[config.mk]
export PLATFORM = sky130hd
export DESIGN_NAME = bcd2bin_seq_flat
export DESIGN_NICKNAME = d
export VERILOG_FILES = /design/src/rtl/bcd2bin_seq_if.sv /design/src/rtl/bcd2bin_seq.sv /design/src/flat_wrapper.sv
export SDC_FILE = /design/constraint.sdc
export NUM_CORES = 1
export LEC_CHECK = 0
export BUFFER_PORTS_ARGS = -buffer_cell sky130_fd_sc_hd__buf_4
export CORE_MARGIN = 5
export CORE_UTILIZATION = 45
export CTS_CLUSTER_DIAMETER = 150
export DETAILED_ROUTE_END_ITERATION = 7
export GPL_ROUTABILITY_DRIVEN = 0
export PLACE_DENSITY = 0.68
export SYNTH_ARGS = -nofsm -noshare
export SYNTH_HDL_FRONTEND = slang
export SYNTH_SLANG_ARGS = --single-unit
[constraint.sdc]
create_clock -name clk -period 3.05 [get_ports clk]
set_input_delay 0.1525 -clock clk [delete_from_list [all_inputs] [get_ports clk]]
set_output_delay 0.1525 -clock clk [all_outputs]
set_load 0.1 [all_outputs]
[src/rtl/bcd2bin_seq_if.sv]
// Request/result bundle for the digit-serial BCD-to-binary converter.
// Handshake: a request is taken on the rising edge where ready=1 and start=1; done pulses one cycle when bin_out/err are fresh.
interface bcd2bin_seq_if #(
  parameter int DIGITS = 4,
  parameter int BIN_W  = 14
);
  logic                  start;
  logic [4*DIGITS-1:0]   bcd_in;
  logic                  ready;
  logic                  busy;
  logic                  done;
  logic [BIN_W-1:0]      bin_out;
  logic                  err;

  modport master (
    output start,
    output bcd_in,
    input  ready,
    input  busy,
    input  done,
    input  bin_out,
    input  err
  );

  modport slave (
    input  start,
    input  bcd_in,
    output ready,
    output busy,
    output done,
    output bin_out,
    output err
  );
endinterface

[src/rtl/bcd2bin_seq.sv]
// Digit-serial BCD-to-binary converter: Horner's rule (acc = acc*10 + digit), MSD first, one digit per clock.
// Any digit above 9 flags err and forces the result to zero without changing the cycle count.
module bcd2bin_seq #(
  parameter int DIGITS = 4,
  parameter int BIN_W  = 14
) (
  input  logic         clk,
  input  logic         rst,
  bcd2bin_seq_if.slave bus,
  output logic [1:0]   o_dbg_state
);

  localparam int CNT_W = (DIGITS > 1) ? $clog2(DIGITS) : 1;
  localparam logic [CNT_W-1:0] LAST_CNT = CNT_W'(DIGITS - 1);

  typedef enum logic [1:0] {
    S_IDLE = 2'd0,
    S_CONV = 2'd1,
    S_DONE = 2'd2
  } state_t;

  state_t              r_state;
  state_t              w_next_state;
  logic [4*DIGITS-1:0] r_shift;
  logic [BIN_W-1:0]    r_acc;
  logic [CNT_W-1:0]    r_cnt;
  logic                r_err_acc;
  logic [BIN_W-1:0]    r_bin_out;
  logic                r_err;

  logic                w_accept;
  logic                w_last;
  logic [3:0]          w_digit;
  logic [BIN_W-1:0]    w_acc_x8;
  logic [BIN_W-1:0]    w_acc_x2;
  logic [BIN_W-1:0]    w_acc_next;
  logic                w_err_next;

  // The MSD always sits at the top of the shift register; it moves up one digit per step.
  assign w_digit    = r_shift[4*DIGITS-1 -: 4];
  assign w_acc_x8   = r_acc << 3;
  assign w_acc_x2   = r_acc << 1;
  assign w_acc_next = w_acc_x8 + w_acc_x2 + BIN_W'(w_digit);
  assign w_err_next = r_err_acc | (w_digit > 4'd9);
  assign w_last     = (r_cnt == LAST_CNT);
  assign w_accept   = (r_state != S_CONV) && bus.start;

  always_comb begin
    w_next_state = r_state;
    case (r_state)
      S_IDLE: if (bus.start) w_next_state = S_CONV;
      S_CONV: if (w_last)    w_next_state = S_DONE;
      S_DONE: w_next_state = bus.start ? S_CONV : S_IDLE;
      default: w_next_state = S_IDLE;
    endcase
  end

  always_ff @(posedge clk) begin
    if (rst) begin
      r_state <= S_IDLE;
    end else begin
      r_state <= w_next_state;
    end
  end

  always_ff @(posedge clk) begin
    if (rst) begin
      r_shift   <= '0;
      r_acc     <= '0;
      r_cnt     <= '0;
      r_err_acc <= 1'b0;
      r_bin_out <= '0;
      r_err     <= 1'b0;
    end else if (w_accept) begin
      r_shift   <= bus.bcd_in;
      r_acc     <= '0;
      r_cnt     <= '0;
      r_err_acc <= 1'b0;
    end else if (r_state == S_CONV) begin
      r_shift   <= r_shift << 4;
      r_acc     <= w_acc_next;
      r_cnt     <= r_cnt + 1'b1;
      r_err_acc <= w_err_next;
      // Results only move on the completing edge so they stay stable between conversions.
      if (w_last) begin
        r_bin_out <= w_err_next ? '0 : w_acc_next;
        r_err     <= w_err_next;
      end
    end
  end

  assign bus.ready   = (r_state != S_CONV);
  assign bus.busy    = (r_state == S_CONV);
  assign bus.done    = (r_state == S_DONE);
  assign bus.bin_out = r_bin_out;
  assign bus.err     = r_err;
  assign o_dbg_state = r_state;

endmodule

[src/flat_wrapper.sv]
// flat-port wrapper written by rule: the top's interface ports become plain ports
module bcd2bin_seq_flat 
#(
  parameter int DIGITS = 4,
  parameter int BIN_W  = 14
)
  (clk, rst, o_dbg_state, bus_start, bus_bcd_in, bus_ready, bus_busy, bus_done, bus_bin_out, bus_err);
  bcd2bin_seq_if #(.DIGITS(DIGITS), .BIN_W(BIN_W)) bus_i ();
  input  logic clk;
  input  logic rst;
  output logic [1:0] o_dbg_state;
  input wire logic [$bits(bus_i.start)-1:0] bus_start;
  input wire logic [$bits(bus_i.bcd_in)-1:0] bus_bcd_in;
  output wire logic [$bits(bus_i.ready)-1:0] bus_ready;
  output wire logic [$bits(bus_i.busy)-1:0] bus_busy;
  output wire logic [$bits(bus_i.done)-1:0] bus_done;
  output wire logic [$bits(bus_i.bin_out)-1:0] bus_bin_out;
  output wire logic [$bits(bus_i.err)-1:0] bus_err;
  assign bus_i.start = bus_start;
  assign bus_i.bcd_in = bus_bcd_in;
  assign bus_ready = bus_i.ready;
  assign bus_busy = bus_i.busy;
  assign bus_done = bus_i.done;
  assign bus_bin_out = bus_i.bin_out;
  assign bus_err = bus_i.err;
  bcd2bin_seq #(.DIGITS(DIGITS), .BIN_W(BIN_W)) u_core (.clk(clk), .rst(rst), .bus(bus_i), .o_dbg_state(o_dbg_state));
endmodule
Yosys cells after proc, flatten, opt, wreduce, memory -nomap -nowiden:

Index checks and enable logic that the tools add are counted.

* eq/ne operators: 6
* multiplexer cells: 7
* add/subtract/negate cells: 3
* bitwise logic cells: 2
* $lt $le $gt $ge: 1
* reduce and logical (&&, ||, !) cells: 6

Operators with widths (count)
* two-way mux 16 bit: 2
* adder 14 bit: 1
* adder 14 x 4 -> 14 bit: 1
* two-way mux 14 bit: 1
* one-hot mux 2 bit (3 select lines): 1
* equality test 2 bit, second input constant: 2
* greater-than comparator 4 bit, second input constant: 1
* two-way mux 2 bit: 2
* inequality test 2 x 1 -> 1 bit, second input constant: 2
* AND reduction 3 bit: 1
* adder 2 x 1 -> 2 bit, second input constant: 1
* equality test 2 x 1 -> 1 bit, second input constant: 1
* zero test 2 bit: 1
* inequality test 2 bit, second input constant: 1
* AND reduction 2 bit: 1
* nonzero test 2 bit: 1
* OR reduction 2 bit: 1
* logical AND 1 bit: 1
* two-way mux 1 bit: 1
* inverter 1 bit: 1
* bitwise OR 1 bit: 1

* input port bits: 19
* register bits: 49
* word-level logic and storage cells: 32

Longest topological paths before layout:

* depth after elaboration: 4
* mapped depth: 9
* gate-level depth less buffers: 9

Least setup slack after synthesis:

OpenSTA, ideal clock, no wires.

* path kind: register to register
* start point: reg u_core.r_state[1], in the netlist u_core.o_dbg_state[1]
* end point: reg u_core.r_shift[10]
* slack: 0.241 ns
* stages on the path, launching flop included: 5
* data arrival time: 2.618 ns
* period minus slack after synthesis: 2.809 ns
* path buffers: 2
* library setup time: 0.191 ns
* required time: 2.859 ns
* cells stage by stage: dfxtp_1 -> nand2b_1 -> clkbuf_1 -> clkbuf_1 -> a211oi_1

* cells in the longest elaborated chain, start to end: 3

RTL lines
* start: declaration: RTL line bcd2bin_seq.sv:22 `state_t r_state;`
* start signal: assignment: RTL line bcd2bin_seq.sv:62 `r_state <= w_next_state;`
* inequality test 2 x 1 -> 1 bit (*)
* via bus_ready: RTL line flat_wrapper.sv:14 `output wire logic [$bits(bus_i.ready)-1:0] bus_ready;`
* logical AND 1 bit (*): RTL line bcd2bin_seq.sv:46 `assign w_accept = (r_state != S_CONV) && bus.start;`
* two-way mux 16 bit or nonzero test 2 bit (tied branches)
* end signal: assignment: RTL line bcd2bin_seq.sv:75 `r_shift <= bus.bcd_in;`
* end signal: assignment: RTL line bcd2bin_seq.sv:80 `r_shift <= r_shift << 4;`
* end: declaration: RTL line bcd2bin_seq.sv:24 `logic [4*DIGITS-1:0] r_shift;`

Mark *: on every way through the listed nets, which the timed path passes. The rest lies on a longest branch.
A chain may end at the register's enable or synchronous reset.

Worst setup path after layout:

* start point: reg u_core.r_acc[0]
* end point: reg u_core.r_bin_out[10], in the netlist u_core.bus.bin_out[10]

* cells in the longest elaborated chain, start to end: 3

RTL lines
* start: declaration: RTL line bcd2bin_seq.sv:25 `logic [BIN_W-1:0] r_acc;`
* start signal: assignment: RTL line bcd2bin_seq.sv:81 `r_acc <= w_acc_next;`
* adder 14 bit: RTL line bcd2bin_seq.sv:43 `assign w_acc_next = w_acc_x8 + w_acc_x2 + BIN_W'(w_digit);`
* adder 14 x 4 -> 14 bit: RTL line bcd2bin_seq.sv:43
* two-way mux 14 bit: RTL line bcd2bin_seq.sv:86 `r_bin_out <= w_err_next ? '0 : w_acc_next;`
* end signal: assignment: RTL line bcd2bin_seq.sv:86
* end: declaration: RTL line bcd2bin_seq.sv:28 `logic [BIN_W-1:0] r_bin_out;`

Every way passes these cells.

==> run metrics <==
Final Cycle Share between 80% and 90%; FP Rows 27; Synth Net Count ~340; Hold Path Class in2reg; Hold-fix buffers, CTS 0; VDD IR-drop max 298 uV; layout cell share with drive strength beyond 1 about 16%; Final Setup Violations 0; antenna violations before repair 0; Sink Count between 40 and 50; CTS tree done; dpl cells around 390; Die ar. 0.00736 mm^2; All-Layer GR Usage between 15 and 20%; Worst slew margin approximately 34%; router iterations before antenna repair 4; syn_area_per_cell ~8.8 um^2; clk_lat worst skew about 310 ps; DR iter-0 viols 180; H-tree depth 2; Synth top area share between 30% and 40%; Slew Limit Fails 0; Synth top cells by count dfxtp_1, nor2_1, nand2_1; GRT overflow 0; Setup crit end kind flop; Clock transition at path regs ~100 ps; number of synthesized flops with an enable pin 0; Hold WS approximately 130 ps; Synth async-reset ratio 0%; Setup Skew between 9 and 10 ps; most frequent cell after synthesis dfxtp_1; largest net degree at the start of global routing 37; max-cap viol count 0; Hold Vio Cnt, Final 0; dominant cells by area after synthesis dfxtp_1, ha_1, mux2i_1, nor2_1, a211oi_1; Final HPWL DP ~4200 um; cell area after synthesis ~0.0026 mm^2; Area growth, synth to finish 15.9%; YS warnings 0; Die H roughly 86 um; Resized cells post-CTS 0; Diodes inserted 0; Post-Syn Instances approximately 290; initial core utilization ~47%; f_max just under 400 MHz; Post-CTS Setup Repair Bufs 0; Crit Path Class reg2reg; RSZ-0062 raised after global routing no; clk buf depth 2; Worst EP arrival roughly 2700 ps; sequential element share of the synthesized area 37.9%; Root Driver clkbuf_8; startpoint type of the worst setup path flop; Final ANT Viol Nets 0; static leakage approximately 1.4 nW; status finished, final reports clean; Slew @ Worst Pin roughly 980 ps; PD cells roughly 410 mW/mm^2; cts bufs inserted 5; Residual DRC 0; vias in the first global route 2075; first-pass GRT wire length around 10000 um; core area roughly 0.0055 mm^2; Die Span X roughly 86 um; Setup TNS Final 0 ps; Finished Layout Cells 397; Post-synth top flop dfxtp_1; Final nets between 300 and 400; Worst Path Max Fanout 5; io pins 39; Period minus WS final around 2500 ps; dominant cell type by area after synthesis dfxtp_1; Netlist cell types 39; wire per inst roughly 15 um; number of synthesized register bits 49; via count 2258; drt total wl a little under 6000 um; Port Buffers 38; vias per std cell about 5.7; worst path required time 3260 ps
[area by class of cell]
type                       count  area [um^2]
tap                           72         90.1
timing repair buffer          40          300
sequential                    49          981
clock buffer                   5         68.8
clock inverter                 3         17.5
fill                         542         2540
multi-input combinational    221         1510
inverter                       7         26.3
[state kept, by name (all words and copies together) (netlist names)]
register,count
u_core.r_shift,16
u_core.bus.bin_out,14
u_core.r_acc,13
u_core.o_dbg_state,2
u_core.r_cnt,2
u_core.bus.err,1
u_core.r_err_acc,1
[through the flow]
step	total power, W	area [um^2]	worst slack [ps]	utilization [%]
finish	0.00124	3000	524	54.1
global route	0.00131	3000	467	54.1
CTS	0.00125	3000	538	54.1
detailed placement	0.000869	2910	562	52.6
global placement	0.000867	2910	595	52.6
floorplan	0.000818	2590	241	-
[per-layer routing]
metal | up-vias | global-route usage [%] | part of all wire, %
met3 | 6 | 3.36 | 3.9
met5 | - | 0 | 0
met2 | 47 | 26.9 | 47
met1 | 1079 | 22.8 | 48
met4 | 0 | 6.19 | 1.1
li1 | 1126 | - | -
[cell usage in the layout, fill, tap and decap left out, drive strengths merged, types with 13 or more instances in the layout]
cell type / Yosys / layout
dfxtp: 49 / 49
buf: 6 / 40
nor2: 30 / 30
nand2: 26 / 26
ha: 23 / 23
a21oi: 19 / 19
mux2i: 16 / 16
a211oi: 14 / 14
nand3: 13 / 13
o21ai: 13 / 13
[worst max-delay path, cell delays in order (launching register included)]
cell and delay [ps]:
dfxtp_1 350, fa_1 420, ha_1 360, nor2b_4 160, o31a_1 290, o211a_1 280
or3_1 320, a32o_1 260
[final timing paths]
kind | from | end | slack (ps) | depth (start not counted)
worst max-delay path | u_core.r_acc[0] | u_core.bus.bin_out[10] | 520 | 7
worst max register to register | u_core.r_acc[0] | u_core.bus.bin_out[10] | 520 | 7
worst min register to register | u_core.bus.bin_out[13] | u_core.bus.bin_out[13] | 460 | 2
worst min-delay path | bus_bcd_in[2] | u_core.r_shift[2] | 130 | 3
[power breakdown]
group	leakage, nW	total [W]	internal (W)	switching (W)
combinational	0.960	0.000175	0.0000639	0.000111
sequential	0.399	0.000679	0.000663	0.0000164
clock	0.0439	0.000382	0.000159	0.000223
total	1.40	0.00124	0.000885	0.000351
[cell families after synthesis]
kind of cell    after synthesis  share of synthesized area [%]
xor+xnor                      5                           1.69
compound gates               74                           19.2
buf+inv                      23                           3.53
flops                        49                           37.9
simple gates                101                           18.8
fa+ha+maj                    25                           12.7
mux                          16                           6.19
Power figures use the tool's default switching activity.
